==> src/rtl/bh_key_msg_source.sv <==
// Key-press message source for the Bluetooth UART transmit path.
// Each debounced key press sends "KEY:d\r\n" byte by byte, paced by an inter-byte gap.
module bh_key_msg_source #(
    parameter int DEBOUNCE_CYC = 1000000,
    parameter int BYTE_GAP_CYC = 57292
) (
    input  logic       sys_clk,
    input  logic       sys_rst,
    input  logic       key,
    output logic       enable,
    output logic [7:0] dout,
    output logic       busy,
    output logic       msg_done
);

    localparam int DEB_W = (DEBOUNCE_CYC > 1) ? $clog2(DEBOUNCE_CYC) : 1;
    localparam int GAP_W = (BYTE_GAP_CYC > 1) ? $clog2(BYTE_GAP_CYC) : 1;
    localparam logic [DEB_W-1:0] DEB_MAX = DEB_W'(DEBOUNCE_CYC - 1);
    localparam logic [GAP_W-1:0] GAP_MAX = GAP_W'(BYTE_GAP_CYC - 1);

    typedef enum logic [1:0] {
        IDLE = 2'd0,
        SEND = 2'd1,
        GAP  = 2'd2
    } state_t;

    logic             sync1_r, sync2_r;
    logic             key_stable_r, key_stable_d_r;
    logic [DEB_W-1:0] deb_cnt_r;
    logic             press_s;

    state_t           state_r, state_nx_s;
    logic [2:0]       idx_r, idx_nx_s;
    logic [GAP_W-1:0] gap_r, gap_nx_s;
    logic [7:0]       digit_r, digit_nx_s;
    logic             enable_r, enable_nx_s;
    logic [7:0]       dout_r, dout_nx_s;
    logic             busy_r, busy_nx_s;
    logic             msg_done_r, msg_done_nx_s;

    function automatic logic [7:0] msg_byte(input logic [2:0] i, input logic [7:0] d);
        case (i)
            3'd0:    msg_byte = 8'h4B;
            3'd1:    msg_byte = 8'h45;
            3'd2:    msg_byte = 8'h59;
            3'd3:    msg_byte = 8'h3A;
            3'd4:    msg_byte = d;
            3'd5:    msg_byte = 8'h0D;
            3'd6:    msg_byte = 8'h0A;
            default: msg_byte = 8'h00;
        endcase
    endfunction

    // Synchronise the raw key and accept a new level only after it has held long enough.
    always_ff @(posedge sys_clk or posedge sys_rst) begin
        if (sys_rst) begin
            sync1_r        <= 1'b1;
            sync2_r        <= 1'b1;
            key_stable_r   <= 1'b1;
            key_stable_d_r <= 1'b1;
            deb_cnt_r      <= {DEB_W{1'b0}};
        end else begin
            sync1_r        <= key;
            sync2_r        <= sync1_r;
            key_stable_d_r <= key_stable_r;
            if (sync2_r != key_stable_r) begin
                if (deb_cnt_r == DEB_MAX) begin
                    key_stable_r <= sync2_r;
                    deb_cnt_r    <= {DEB_W{1'b0}};
                end else begin
                    deb_cnt_r <= deb_cnt_r + DEB_W'(1);
                end
            end else begin
                deb_cnt_r <= {DEB_W{1'b0}};
            end
        end
    end

    // Only the falling edge of the stable level is a press; release is ignored.
    assign press_s = key_stable_d_r & ~key_stable_r;

    // Next-state and next-output decode for the byte sequencer.
    always_comb begin
        state_nx_s    = state_r;
        idx_nx_s      = idx_r;
        gap_nx_s      = gap_r;
        digit_nx_s    = digit_r;
        enable_nx_s   = 1'b0;
        dout_nx_s     = dout_r;
        msg_done_nx_s = 1'b0;
        busy_nx_s     = 1'b0;
        case (state_r)
            IDLE: begin
                if (press_s) begin
                    state_nx_s  = SEND;
                    idx_nx_s    = 3'd0;
                    enable_nx_s = 1'b1;
                    dout_nx_s   = msg_byte(3'd0, digit_r);
                end else begin
                    state_nx_s = IDLE;
                end
            end
            SEND: begin
                state_nx_s = GAP;
                gap_nx_s   = {GAP_W{1'b0}};
            end
            GAP: begin
                if (gap_r == GAP_MAX) begin
                    if (idx_r == 3'd6) begin
                        state_nx_s    = IDLE;
                        msg_done_nx_s = 1'b1;
                        digit_nx_s    = (digit_r == 8'h39) ? 8'h30 : digit_r + 8'd1;
                    end else begin
                        state_nx_s  = SEND;
                        idx_nx_s    = idx_r + 3'd1;
                        enable_nx_s = 1'b1;
                        dout_nx_s   = msg_byte(idx_nx_s, digit_r);
                    end
                end else begin
                    gap_nx_s = gap_r + GAP_W'(1);
                end
            end
            default: begin
                state_nx_s = IDLE;
                idx_nx_s   = 3'd0;
                gap_nx_s   = {GAP_W{1'b0}};
            end
        endcase
        busy_nx_s = (state_nx_s != IDLE);
    end

    // Sequencer state and registered outputs; outputs line up with the state they describe.
    always_ff @(posedge sys_clk or posedge sys_rst) begin
        if (sys_rst) begin
            state_r    <= IDLE;
            idx_r      <= 3'd0;
            gap_r      <= {GAP_W{1'b0}};
            digit_r    <= 8'h30;
            enable_r   <= 1'b0;
            dout_r     <= 8'h00;
            busy_r     <= 1'b0;
            msg_done_r <= 1'b0;
        end else begin
            state_r    <= state_nx_s;
            idx_r      <= idx_nx_s;
            gap_r      <= gap_nx_s;
            digit_r    <= digit_nx_s;
            enable_r   <= enable_nx_s;
            dout_r     <= dout_nx_s;
            busy_r     <= busy_nx_s;
            msg_done_r <= msg_done_nx_s;
        end
    end

    assign enable   = enable_r;
    assign dout     = dout_r;
    assign busy     = busy_r;
    assign msg_done = msg_done_r;

endmodule
==> config.mk <==
export PLATFORM = sky130hd
export DESIGN_NAME = bh_key_msg_source
export DESIGN_NICKNAME = d
export VERILOG_FILES = /design/src/rtl/bh_key_msg_source.sv
export SDC_FILE = /design/constraint.sdc
export NUM_CORES = 1
export LEC_CHECK = 0
export CAP_MARGIN = 20
export CORE_MARGIN = 3
export CORE_UTILIZATION = 40
export DETAILED_ROUTE_END_ITERATION = 10
export SYNTH_ARGS = -nofsm -noshare
export SYNTH_HDL_FRONTEND = slang
export SYNTH_SLANG_ARGS = --single-unit
export TNS_END_PERCENT = 100
==> constraint.sdc <==
create_clock -name sys_clk -period 2.1 [get_ports sys_clk]
set_input_delay 0.21 -clock sys_clk [delete_from_list [all_inputs] [get_ports sys_clk]]
set_output_delay 0.21 -clock sys_clk [all_outputs]
set_load 0.005 [all_outputs]
==> flow_summary.html <==
<table>
<tr><th>Metric</th><th>Value</th></tr>
<tr><th colspan="2">Global routing</th></tr>
<tr><td>Number of antenna violations at the first check in global routing</td><td>0</td></tr>
<tr><td>Pin count of the biggest net entering global routing</td><td>65</td></tr>
<tr><td>Total Routing Usage GR</td><td>0.1448</td></tr>
<tr><td>Met1 Use GR</td><td>0.1878</td></tr>
<tr><td>Via count of the first global-routing pass</td><td>2281</td></tr>
<tr><td>Wire length of the first global-routing pass</td><td>10.32 mm</td></tr>
<tr><td>Fraction of met3 tracks used by global routing</td><td>0.05209</td></tr>
<tr><td>GRT busiest layer</td><td>met2</td></tr>
<tr><td>Total gr overflow</td><td>0</td></tr>
<tr><td>Met2 usage</td><td>0.2245</td></tr>
<tr><th colspan="2">STA</th></tr>
<tr><td>Setup clock skew after layout</td><td>roughly 10 ps</td></tr>
<tr><td>Pins Over Slew Limit</td><td>0</td></tr>
<tr><td>Top achievable clock speed</td><td>between 0.5 and 0.6 GHz</td></tr>
<tr><td>Final hold violation count</td><td>0</td></tr>
<tr><td>Final period util</td><td>0.9232</td></tr>
<tr><td>Tightest slew margin relative to the limit</td><td>0.6470</td></tr>
<tr><td>Final worst path period need</td><td>a little under 2000 ps</td></tr>
<tr><td>Final setup TNS</td><td>0 ps</td></tr>
<tr><td>Least-Margin Pin Slew</td><td>between 500 and 600 ps</td></tr>
<tr><td>Number of failing setup endpoints in the final timing report</td><td>0</td></tr>
<tr><td>Unrepaired setup endpoints after global routing</td><td>no</td></tr>
<tr><th colspan="2">Floorplan</th></tr>
<tr><td>DIE HEIGHT</td><td>about 95 microns</td></tr>
<tr><td>Std-Cell Core Area</td><td>about 7500 sq um</td></tr>
<tr><td>Die Outline Area</td><td>9115 sq um</td></tr>
<tr><td>Count of boundary I/O pins</td><td>14</td></tr>
<tr><td>X dimension of the die</td><td>between 90 and 100 microns</td></tr>
<tr><td>Cell row count</td><td>31</td></tr>
<tr><td>Effective utilization at floorplan</td><td>0.4255</td></tr>
<tr><th colspan="2">Placement</th></tr>
<tr><td>Detailed-placement wirelength estimate</td><td>between 4 and 5 mm</td></tr>
<tr><td>Placer Congestion</td><td>just over 0.8</td></tr>
<tr><td>Buffers on Ports</td><td>13</td></tr>
<tr><th colspan="2">CTS</th></tr>
<tr><td>Hold-fix buffer count after cts</td><td>0</td></tr>
<tr><td>Number of buffers inserted during clock tree synthesis</td><td>9</td></tr>
<tr><td>TritonCTS clock tree</td><td>yes</td></tr>
<tr><td>Maximum number of buffers from clock root to sink</td><td>2</td></tr>
<tr><td>Buffer type at the clock tree root</td><td>sky130_fd_sc_hd__clkbuf_8</td></tr>
<tr><td>Num Clock Sinks</td><td>64</td></tr>
<tr><td>Clk slew on worst S/H paths</td><td>approximately 70 ps</td></tr>
<tr><td>H-tree lvl count</td><td>3</td></tr>
<tr><td>Worst-skew pair later-pin latency</td><td>between 300 and 400 ps</td></tr>
<tr><th colspan="2">Synthesis</th></tr>
<tr><td>Share of the synthesized area in the top cell type</td><td>0.4533</td></tr>
<tr><td>EDFF count, synth</td><td>0</td></tr>
<tr><td>Biggest area contributors in the synthesized netlist</td><td>sky130_fd_sc_hd__dfrtp_1 (45%), sky130_fd_sc_hd__xor2_1 (7.7%), sky130_fd_sc_hd__nor2_1 (5.4%)</td></tr>
<tr><td>Library cell with the highest instance count after synthesis</td><td>sky130_fd_sc_hd__dfrtp_1</td></tr>
<tr><td>Share of synthesized flip-flops with an asynchronous set or reset</td><td>1.000</td></tr>
<tr><td>Sequential share of the synthesized area</td><td>0.5025</td></tr>
<tr><td>Cell count after synthesis</td><td>around 310</td></tr>
<tr><td>Per-instance average area after synthesis</td><td>10.20 sq um</td></tr>
<tr><td>Number of library cell types mapped by synthesis</td><td>49</td></tr>
<tr><td>Number of nets produced by synthesis</td><td>~330</td></tr>
<tr><td>Netlist area before placement</td><td>approximately 3200 sq um</td></tr>
<tr><td>Main synth FF type</td><td>sky130_fd_sc_hd__dfrtp_1</td></tr>
<tr><td>Most instantiated cells after synthesis</td><td>sky130_fd_sc_hd__dfrtp_1 (58), sky130_fd_sc_hd__nor2_1 (46), sky130_fd_sc_hd__xor2_1 (28)</td></tr>
<tr><td>Library cell occupying the most area in the post-synthesis netlist</td><td>sky130_fd_sc_hd__dfrtp_1</td></tr>
<tr><td>Flip-flop and latch count after synthesis</td><td>64</td></tr>
<tr><td>Yosys synthesis warning count</td><td>0</td></tr>
<tr><th colspan="2">Route</th></tr>
<tr><td>Average wire per standard cell</td><td>approximately 13 microns</td></tr>
<tr><td>Count of routing violations after the opening detailed-route iteration</td><td>approximately 170</td></tr>
<tr><td>Number of antenna-violating nets in the routed design</td><td>0</td></tr>
<tr><td>Number of remaining DRC errors</td><td>0</td></tr>
<tr><td>First-pass iteration count of the detailed router</td><td>4</td></tr>
<tr><td>Total via count after detailed routing</td><td>between 2000 and 2500</td></tr>
<tr><td>Total routed wirelength</td><td>5.854 mm</td></tr>
<tr><td>Via/cell ratio</td><td>5.147</td></tr>
<tr><th colspan="2">Power and ir drop</th></tr>
<tr><td>Worst vdd ir</td><td>approximately 0.37 mV</td></tr>
<tr><td>Combinational share of power</td><td>0.020</td></tr>
<tr><td>Power per unit of standard cell area</td><td>669.7 nW/um^2</td></tr>
<tr><td>Overall power of the completed layout</td><td>2.486 mW</td></tr>
<tr><td>Switching power</td><td>approximately 0.5 mW</td></tr>
<tr><td>Design internal power</td><td>approximately 2.0 mW</td></tr>
<tr><td>Sequential Power Share</td><td>0.502</td></tr>
<tr><td>Clock share of power</td><td>0.479</td></tr>
<tr><td>Sw Ratio</td><td>0.2002</td></tr>
<tr><td>Leakage Power</td><td>~1.7 nW</td></tr>
<tr><th colspan="2">Hold path</th></tr>
<tr><td>Type of the most critical hold path</td><td>primary input to async pin</td></tr>
<tr><th colspan="2">Critical path</th></tr>
<tr><td>CP startpoint kind</td><td>register</td></tr>
<tr><td>Worst Path Max Fanout</td><td>10</td></tr>
<tr><td>Req. time, crit path</td><td>roughly 2300 ps</td></tr>
<tr><td>Nature of the critical path endpoint</td><td>register</td></tr>
<tr><td>Signal arrival time at the worst endpoint</td><td>2160 ps</td></tr>
<tr><td>Start-to-end type of the worst setup path</td><td>register to register</td></tr>
<tr><th colspan="2">Finish</th></tr>
<tr><td>Share of final-layout standard cells stronger than drive strength 1</td><td>0.1199</td></tr>
<tr><td>Combined flip-flop and latch cell area</td><td>around 1600 sq um</td></tr>
<tr><td>Multi-input logic area</td><td>roughly 1500 sq um</td></tr>
<tr><td>Final #Nets</td><td>350</td></tr>
<tr><td>Area growth from synthesis to layout</td><td>15.94%</td></tr>
<tr><td>Filler cell count</td><td>714</td></tr>
<tr><td>Ant diodes</td><td>0</td></tr>
<tr><th colspan="2">Status</th></tr>
<tr><td>Result of the run</td><td>finished clean</td></tr>
<tr><th colspan="2">Run</th></tr>
<tr><td>MaxCap Viol Count</td><td>0</td></tr>
</table>
-- power groups by stage --
| stage | logic [mW] | clock network (mW) | registers (mW) |
|---|---|---|---|
| global route | 0.0579 | 1.28 | 1.25 |
| global placement | 0.0508 | 0 | 1.27 |
| detailed placement | 0.0517 | 0 | 1.27 |
| finish | 0.0486 | 1.19 | 1.25 |
| CTS | 0.0516 | 1.23 | 1.25 |
| floorplan | 0.0329 | 0 | 1.27 |
-- final timing paths --
check | cells after the start | slack [ps] | end | from
setup / recovery | 7 | 160 | dout[0]$_DFFE_PP0P_ | gap_r[0]$_DFFE_PP0P_
hold / removal | 3 | 260 | deb_cnt_r[13]$_DFF_PP0_ | sys_rst
setup reg to reg | 7 | 160 | dout[0]$_DFFE_PP0P_ | gap_r[0]$_DFFE_PP0P_
hold reg to reg | 0 | 360 | sync2_r$_DFF_PP1_ | sync1_r$_DFF_PP1_
max in group asynchronous | 3 | 1530 | sync2_r$_DFF_PP1_ | sys_rst
min in group sys_clk | 1 | 290 | sync1_r$_DFF_PP1_ | key
-- flip-flops by register name, summed over array words and instances, names as in the netlist, 2 cells and up --
name       cells
gap_r         16
dout           8
deb_cnt_r     20
state_r        2
idx_r          3
digit_r        8
-- area by class of cell --
cell class              count  area share
flip-flops and latches     64      0.4334
multi-input cells         227      0.4018
repair buffers             22     0.05662
clock buffers              13     0.04280
well taps                  99     0.03337
clock inverters             3     0.01753
inverters                  13     0.01449
-- placed cells by master, fill, tap and decap left out, drive strengths merged --
cell type      instances
a21oi                  8
a221o                  2
a221oi                 1
a22o                   1
a22oi                  2
and2                   1
and3                  10
and4                   7
and4b                  1
buf                    9
bufinv                 2
clkbuf                13
clkdlybuf4s50         13
clkinv                 1
dfrtp                 58
dfstp                  6
ha                    10
inv                   13
mux2                   5
mux2i                  1
nand2                 25
nand2b                 2
nand3                 20
nand3b                 3
nand4                 12
nor2                  46
nor2b                  1
nor3                   6
nor3b                  1
nor4                   1
nor4b                  3
o211ai                 1
o21ai                  7
o221ai                 1
o2bb2ai                4
or2                    2
or3                    3
or4                    2
xnor2                  9
xor2                  29
-- stage by stage --
stage                 util  std cells  setup WS, ps  hold WS, ps  instance area (sq um)
floorplan                -        314         265.9        214.5                   3202
global placement    0.4629        425         232.7        346.3                   3483
detailed placement  0.4629        425         130.3        347.8                   3483
CTS                 0.4927        441         125.8        257.9                   3707
global route        0.4933        441         27.36        279.6                   3712
finish              0.4933        441         161.3        260.3                   3712
-- per-layer routing --
metal / vias up / share of wire / routed length [microns]
li1: 1132 / - / -
met1: 1091 / 0.49 / 2893
met2: 39 / 0.45 / 2631
met3: 8 / 0.042 / 243
met4: 0 / 0.015 / 86
met5: - / 0 / 0
-- kinds of logic (layout without fill, tap and decap cells) --
logic type,count (synthesis),in the layout,synth area share
fa+ha+maj,10,10,0.03908
buf+inv,23,51,0.03321
xor+xnor,38,38,0.1063
simple gates,146,146,0.2411
flops,64,64,0.5025
mux,6,6,0.02188
compound gates,27,27,0.05588
-- repair_timing --
action	CTS	global route
setup buffers	0	0
resized for setup	0	1
setup endpoints to repair	0	3
-- critical path: stages, from the launching register on --
cell and delay (ps):
sky130_fd_sc_hd__dfrtp_1 420, sky130_fd_sc_hd__ha_1 220, sky130_fd_sc_hd__and4b_1 220, sky130_fd_sc_hd__nand4_1 110, sky130_fd_sc_hd__buf_4 180, sky130_fd_sc_hd__nand2_2 100
sky130_fd_sc_hd__nand2_2 210, sky130_fd_sc_hd__mux2_1 360
Note: power is estimated with default switching activity, not from simulation.
